[config.mk]
export PLATFORM = sky130hd
export DESIGN_NAME = tx_packet_assembler
export DESIGN_NICKNAME = d
export VERILOG_FILES = /design/src/rtl/tx_packet_assembler.sv
export SDC_FILE = /design/constraint.sdc
export NUM_CORES = 1
export LEC_CHECK = 0
export ABC_CLOCK_PERIOD_IN_PS = 2650
export CORE_AREA = 5 5 113 115
export CTS_BUF_LIST = sky130_fd_sc_hd__clkbuf_2 sky130_fd_sc_hd__clkbuf_4 sky130_fd_sc_hd__clkbuf_8
export CTS_CLUSTER_DIAMETER = 120
export DETAILED_ROUTE_END_ITERATION = 10
export DIE_AREA = 0 0 118 120
export GPL_TIMING_DRIVEN = 1
export PLACE_DENSITY = 0.95
export SKIP_LAST_GASP = 1
export SYNTH_ARGS = -nofsm -noshare
export SYNTH_HDL_FRONTEND = slang
export SYNTH_SLANG_ARGS = --single-unit
[constraint.sdc]
create_clock -name clk -period 2.65 [get_ports clk]
set_input_delay 0.53 -clock clk [delete_from_list [all_inputs] [get_ports clk]]
set_output_delay 0.53 -clock clk [all_outputs]
set_load 0.1 [all_outputs]
[src/rtl/tx_packet_assembler.sv]
// Switch/button packet assembler: builds a header + payload packet from debounced
// load presses and offers it to the TX framer over a valid/ready handshake.
module tx_packet_assembler #(
  parameter  int MAX_BYTES   = 16,
  parameter  int SYNC_STAGES = 2,
  localparam int LEN_W       = $clog2(MAX_BYTES),
  localparam int PKT_W       = 8 + 8 * MAX_BYTES
) (
  input  logic             clk,
  input  logic             rst_n,
  input  logic             load_n,
  input  logic [1:0]       mode,
  input  logic [7:0]       data,
  output logic [PKT_W-1:0] tx_packet,
  output logic             tx_valid,
  input  logic             tx_ready,
  output logic             test_mode,
  output logic [1:0]       flag_status,
  output logic [LEN_W:0]   byte_cnt,
  output logic             err,
  output logic             rst_out_n
);

  typedef enum logic [1:0] {
    S_EMPTY,
    S_HDR,
    S_FULL
  } state_t;

  logic [SYNC_STAGES-1:0] sync_q;
  logic                   hist_q;
  logic                   ev;

  state_t           state_q, state_d, base_state;
  logic [PKT_W-1:0] pkt_q, pkt_d;
  logic [LEN_W:0]   cnt_q, cnt_d;
  logic [LEN_W-1:0] len_q, len_d;
  logic             err_q, err_d;
  logic             test_q, test_d;
  logic             rst_out_q, rst_out_d;

  logic [LEN_W-1:0] hdr_len;
  logic [3:0]       hdr_nib;
  logic [7:0]       hdr_byte;
  logic [LEN_W:0]   n_bytes;

  // Button is asynchronous; the history flop turns a held press into one event.
  always_ff @(posedge clk or negedge rst_n) begin
    if (!rst_n) begin
      sync_q <= '1;
      hist_q <= 1'b1;
    end else begin
      sync_q <= {sync_q[SYNC_STAGES-2:0], load_n};
      hist_q <= sync_q[SYNC_STAGES-1];
    end
  end

  assign ev = hist_q & ~sync_q[SYNC_STAGES-1];

  // The switch nibble carries len; narrow instances truncate it, wide ones extend it.
  if (LEN_W >= 4) begin : g_len_wide
    assign hdr_len = LEN_W'(data[3:0]);
    assign hdr_nib = data[3:0];
  end else begin : g_len_narrow
    assign hdr_len = data[LEN_W-1:0];
    assign hdr_nib = 4'(data[LEN_W-1:0]);
  end

  assign hdr_byte = {data[7:4], hdr_nib};
  assign n_bytes  = {1'b0, len_q} + (LEN_W + 1)'(1);

  always_ff @(posedge clk or negedge rst_n) begin
    if (!rst_n) begin
      state_q   <= S_EMPTY;
      pkt_q     <= '0;
      cnt_q     <= '0;
      len_q     <= '0;
      err_q     <= 1'b0;
      test_q    <= 1'b0;
      rst_out_q <= 1'b1;
    end else begin
      state_q   <= state_d;
      pkt_q     <= pkt_d;
      cnt_q     <= cnt_d;
      len_q     <= len_d;
      err_q     <= err_d;
      test_q    <= test_d;
      rst_out_q <= rst_out_d;
    end
  end

  always_comb begin
    state_d    = state_q;
    pkt_d      = pkt_q;
    cnt_d      = cnt_q;
    len_d      = len_q;
    err_d      = err_q;
    test_d     = test_q;
    rst_out_d  = 1'b1;
    base_state = state_q;

    // An accept in the same cycle as a load is applied first.
    if (state_q == S_FULL && tx_ready) begin
      pkt_d      = '0;
      cnt_d      = '0;
      state_d    = S_EMPTY;
      base_state = S_EMPTY;
    end

    if (ev) begin
      case (mode)
        2'b00: begin
          pkt_d     = '0;
          cnt_d     = '0;
          err_d     = 1'b0;
          test_d    = 1'b0;
          state_d   = S_EMPTY;
          rst_out_d = 1'b0;
        end
        2'b01: begin
          if (base_state != S_FULL) begin
            pkt_d   = {hdr_byte, {(8 * MAX_BYTES){1'b0}}};
            cnt_d   = '0;
            len_d   = hdr_len;
            state_d = S_HDR;
          end else begin
            err_d = 1'b1;
          end
        end
        2'b10: begin
          if (base_state == S_HDR) begin
            for (int k = 0; k < MAX_BYTES; k++) begin
              if (cnt_q == (LEN_W + 1)'(k)) pkt_d[PKT_W-9-8*k -: 8] = data;
            end
            cnt_d = cnt_q + (LEN_W + 1)'(1);
            if (cnt_d == n_bytes) state_d = S_FULL;
          end else begin
            err_d = 1'b1;
          end
        end
        default: test_d = data[0];
      endcase
    end
  end

  assign tx_packet   = pkt_q;
  assign tx_valid    = (state_q == S_FULL);
  assign flag_status = {state_q != S_EMPTY, state_q == S_FULL};
  assign byte_cnt    = cnt_q;
  assign err         = err_q;
  assign test_mode   = test_q;
  assign rst_out_n   = rst_out_q;

endmodule

# ---- After elaboration in Yosys (flattened, before gate mapping)
# Cells that the tools add are included.
# Widths: inputs -> output; s select.
dict set report op_classes {
  add_sub_neg 2
  eq_ne 23
  muxes 39
  bitwise_logic 3
  reduce_logical 9
}
# op n
set op_table {}
lappend op_table {{$mux 136} 3}
lappend op_table {{$pmux 128 s3} 1}
lappend op_table {{$mux 128} 1}
lappend op_table {{$mux 8} 16}
lappend op_table {{$eq 5x4->1 const B} 8}
lappend op_table {{$eq 5x3->1 const B} 4}
lappend op_table {{$mux 5} 4}
lappend op_table {{$pmux 8 s2} 1}
lappend op_table {{$pmux 5 s3} 1}
lappend op_table {{$eq 5x2->1 const B} 2}
lappend op_table {{$mux 2} 5}
lappend op_table {{$ne 2x2->1 const B} 3}
lappend op_table {{$pmux 2 s3} 1}
lappend op_table {{$add 4x1->5 const B} 1}
lappend op_table {{$add 5x1->5 const B} 1}
lappend op_table {{$eq 5x1->1 const B} 1}
lappend op_table {{$eq 5x5->1} 1}
lappend op_table {{$logic_not 5->1} 1}
lappend op_table {{$eq 2x1->1 const B} 2}
lappend op_table {{$eq 2x2->1 const B} 2}
lappend op_table {{$mux 1} 4}
lappend op_table {{$reduce_and 4->1} 1}
lappend op_table {{$pmux 1 s3} 1}
lappend op_table {{$reduce_and 3->1} 1}
lappend op_table {{9 further kinds} 10}
dict set report word_totals {
  reg_bits 153
  input_bits 14
  output_inout_bits 147
  elab_cells 85
}

# ---- Depth between registers and ports, before layout
dict set report logic_depth {
  depth_word 7
  mapped_depth 8
  depth_no_buf 7
}

# ---- Worst setup path before layout
# OpenSTA, ideal clock, no wires.
dict set report synth_path {
  path_kind {register to register}
  startpoint {reg state_q[0]}
  endpoint {reg pkt_q[103], in the netlist tx_packet[103]}
  setup_time_ps 130
  arrival_time_ps 2898
  required_ps 2520
  setup_slack_ps -377
  path_stages_with_launch 8
  n_path_buf 3
  period_less_slack_ps 3027
  path_cell_list {dfrtp_1 -> buf_2 -> nor2b_1 -> and2_1 -> buf_2 -> buf_4 -> o21ai_2 -> o2bb2ai_1}
}
dict set report synth_via {
  elab_chain_len 7
  word_cells_on_any_way 11
  cone_classes {3 x eq/ne; 7 x mux; 1 x reduce/logical}
}
# item line
set synth_rtl {}
lappend synth_rtl {{start: declaration} 34} ;# state_t state_q, state_d, base_state;
lappend synth_rtl {{start signal: assignment} 82} ;# state_q <= state_d;
lappend synth_rtl {{$eq 2x2->1 *} -}
lappend synth_rtl {{via tx_valid} 15} ;# output logic tx_valid,
lappend synth_rtl {{$logic_and 1x1->1 *} 103} ;# if (state_q == S_FULL && tx_ready) begin
lappend synth_rtl {{$mux 2 or $mux 136 (tied branches)} 103}
lappend synth_rtl {{$eq 2x1->1 (tied with other cells)} 131} ;# if (base_state == S_HDR) begin
lappend synth_rtl {{$mux 128 or $mux 136 (tied branches)} {131, 121}}
lappend synth_rtl {{$pmux 128 s3} 111} ;# case (mode)
lappend synth_rtl {{$mux 136 *} 110} ;# if (ev) begin
lappend synth_rtl {{via pkt_d[103]} 35} ;# logic [PKT_W-1:0] pkt_q, pkt_d;
lappend synth_rtl {{end signal: assignment} 83} ;# pkt_q <= pkt_d;
lappend synth_rtl {{end: declaration} 35}
# Mark *: on every way through the listed nets, which the timed path passes. The rest lies on a longest branch.
# A chain may end at the register's enable or synchronous reset.

# ---- Final worst setup path
dict set report layout_path {
  startpoint {reg cnt_q[0], in the netlist byte_cnt[0]}
  endpoint {reg pkt_q[35], in the netlist tx_packet[35]}
}
dict set report layout_via {
  elab_chain_len 5
}
# item line
set layout_rtl {}
lappend layout_rtl {{start: declaration} 36} ;# logic [LEN_W:0] cnt_q, cnt_d;
lappend layout_rtl {{start signal: assignment} 84} ;# cnt_q <= cnt_d;
lappend layout_rtl {{$eq 5x4->1} 133} ;# if (cnt_q == (LEN_W + 1)'(k)) pkt_d[PKT_W-9-8*k -: 8] = data;
lappend layout_rtl {{$mux 8} 133}
lappend layout_rtl {{$mux 128} 131}
lappend layout_rtl {{$pmux 128 s3} 111}
lappend layout_rtl {{$mux 136} 110}
lappend layout_rtl {{via pkt_d[35]} 35}
# The timed path passes the listed nets, and every way through them passes these cells.

==> flow_metrics.py <==
metrics = {
    "sta": {
        "setup_violations": 0,
        "finalHoldViolCount": 0,
        "tightest_slew_ps": 671,
        "max_freq_mhz": 450,
        "finalCriticalPeriod_ps": 2220,
        "finClkSkew_ps": 14.8,
        "period_share_pct": 83.9,
        "grt_setup_unrepaired": "no",
        "slew_violations": 0,
        "tns_ps": 0,
        "relSlewSlack_pct": 55.0,
    },
    "finish": {
        "final_cell_mix": "167 x buf_4, 149 x dfrtp_1, 89 x o2bb2ai_1, 47 x a22o_1, 31 x nand2_1",
        "layout.nets": 663,
        "fill_cells": 827,
        "multi_input_area_um2": 2160,
        "regArea_um2": 3830,
        "diodes": 0,
        "layout.cells.most_common": "buf_4",
        "fin_cells": 799,
        "area_growth_syn_to_layout_pct": 31.0,
        "drive_gt1_share_pct": 36.0,
    },
    "route": {
        "drtIter0Drc": 409,
        "drc": 0,
        "wl_um": 17400,
        "via_per_inst": 6.04,
        "vias": 4825,
        "routedWlPerCell_um": 21.8,
        "firstDrtPassIters": 4,
        "route.antenna.remaining_nets": 0,
    },
    "worst_setup_path": {
        "cp_cell_sequence": "ha_1, and4bb_2, nand2_1, a21oi_1, o21ai_1, a22o_1",
        "cp_num_buf_inv": 0,
        "worst-setup-path-type": "reg2reg",
        "crit_fanout": 8,
        "crit_path_end_kind": "flip-flop",
        "startpoint_type": "flip-flop",
        "worstRegToRegCells": 6,
        "cp.arrival_ps": 2590,
        "crit_family": "compound AO/OA/AOI/OAI gates",
        "worstPathRequired_ps": 3020,
        "slowest_delay_ps": 540,
        "crit_path_top_delay_cell": "o21ai_1",
        "crit_cells": 6,
    },
    "cts": {
        "post_cts_buffers": 0,
        "cts_tree": "done",
        "h-tree-depth": 4,
        "root_buffer": "clkbuf_8",
        "cts.repair.resized": 0,
        "clk_latency_ps": 450,
        "cts_inserted_buffers": 17,
        "cts.clk_slew.worst_paths_ps": 90,
        "cts_hold_buf": 0,
        "cts_buffer_depth": 2,
        "cts_sinks": 153,
    },
    "grt": {
        "overflow": 0,
        "grt_pass1_wl_um": 28000,
        "grt_usage_pct": 24.9,
        "grt_antenna_before_repair": 0,
        "grt_max_degree": 68,
        "grt_pass1_vias": 5049,
    },
    "yosys": {
        "yosys_register_bits": 153,
        "syn_inst": 466,
        "synth_compound_area_share_pct": 24.7,
        "ys_async_sr_fraction_pct": 100,
        "yosysWarningCount": 0,
        "yosysSeqAreaShare_pct": 62.5,
        "syn-num-nets": 490,
        "avgSynthCellArea_um2": 13.2,
        "synth_edf_count": 0,
        "synthAdderAreaFrac_pct": 2.04,
        "synth_xor_area_share_pct": 1.29,
        "syn_area_um2": 6130,
        "muxShareOfSynthArea_pct": 0.918,
        "synth_top_family_by_area": "compound AO/OA/AOI/OAI gates",
        "synth_top_flop_cell": "dfrtp_1",
        "synthSimpleGateAreaFrac_pct": 6.22,
        "ys_types": 36,
    },
    "floorplan": {
        "core-area_um2": 11700,
        "die_area_um2": 14200,
        "core.rowCount": 40,
        "start_util_pct": 52.4,
        "fp.dieW_um": 118,
        "fp.dieH_um": 120,
        "ios": 161,
    },
    "placed_design": {
        "dp_cells": 767,
        "hpwl_um": 12200,
        "gp_congestion": 0.862,
        "io_buffer_count": 160,
    },
    "outcome": {
        "status": "finished, final reports clean",
    },
    "min_path": {
        "hp-class": "in2async",
    },
    "power": {
        "ir_worst_vdd_uv": 642,
        "p_per_area_nw_per_um2": 685,
        "p_leak_nw": 3.85,
    },
    "job": {
        "drv_cap": 0,
    },
}
sequential cells by signal, summed over array words and instances, names as in the netlist:
signal     flops
err            1
hist_q         1
tx_packet    136
state_q        2
test_mode      1
rst_out_n      1
len_q          4
sync_q         2
byte_cnt       5
worst reg2reg max path: stages (launching register included):
cell and delay [ps]:
dfrtp_1 500, ha_1 330, and4bb_2 290, nand2_1 160, a21oi_1 90, o21ai_1 540, a22o_1 260
path summary, 6_finish.rpt:
kind | startpoint | end | slack [ps]
min | rst_n | test_mode | 70
max reg2reg | byte_cnt[0] | tx_packet[35] | 430
max | byte_cnt[0] | tx_packet[35] | 430
min reg2reg | sync_q[0] | sync_q[1] | 370
max in group asynchronous | rst_n | hist_q | 1780
min in group clk | sync_q[0] | sync_q[1] | 370
cells in the mapped netlist, drive strengths merged (4+ instances only):
cell | n | area [um2]
a21oi | 21 | 135
a22o | 47 | 412
and4bb | 4 | 50.1
buf | 8 | 45.0
clkbuf | 19 | 71.3
dfrtp | 149 | 3730
dfstp | 4 | 105
ha | 10 | 125
inv | 7 | 26.3
mux2 | 5 | 56.3
nand2 | 31 | 116
nand3 | 11 | 55.1
nor2 | 9 | 33.8
nor2b | 6 | 37.5
o21ai | 22 | 151
o2bb2ai | 89 | 780
xnor2 | 4 | 35.0
xor2 | 5 | 43.8
power breakdown:
group	internal (mW)	switching [mW]	leakage [nW]
logic	0.269	0.838	1.54
registers	2.42	0.0816	2.10
clock network	0.968	0.931	0.208
area by class of cell:
cell class              instances  share of cell area (%)
flip-flops and latches        153                    47.7
multi-input cells             279                    26.9
repair buffers                181                    17.5
clock buffers                  18                    3.01
clock inverters                14                    2.29
well taps                     147                    2.29
inverters                       7                   0.327
logic make-up (layout without fill, tap and decap cells):
logic type,after synthesis,in the layout
fa+ha+maj,10,10
buf+inv,34,220
xor+xnor,9,9
flops,153,153
compound gates,183,183
simple gates,72,72
mux,5,5
layer usage:
| metal | share of wire (%) | GRT usage [%] |
|---|---|---|
| met1 | 40 | 31.9 |
| met5 | 0 | 0 |
| met3 | 10 | 9.00 |
| met4 | 1.8 | 7.89 |
| met2 | 48 | 39.6 |
stage by stage:
step | total power [mW] | hold WS (ps) | util [%] | setup WS [ps] | cell area (um2)
after floorplan | 3.35 | 234 | - | 191 | 6130
after global placement | 3.62 | 349 | 65.0 | 182 | 7610
after detailed placement | 3.65 | 353 | 65.0 | 98.0 | 7610
after CTS | 5.54 | 70.9 | 68.6 | 478 | 8030
after global routing | 5.71 | 88.1 | 68.6 | 375 | 8030
final | 5.50 | 69.6 | 68.6 | 427 | 8030
Power figures use the tool's default switching activity.
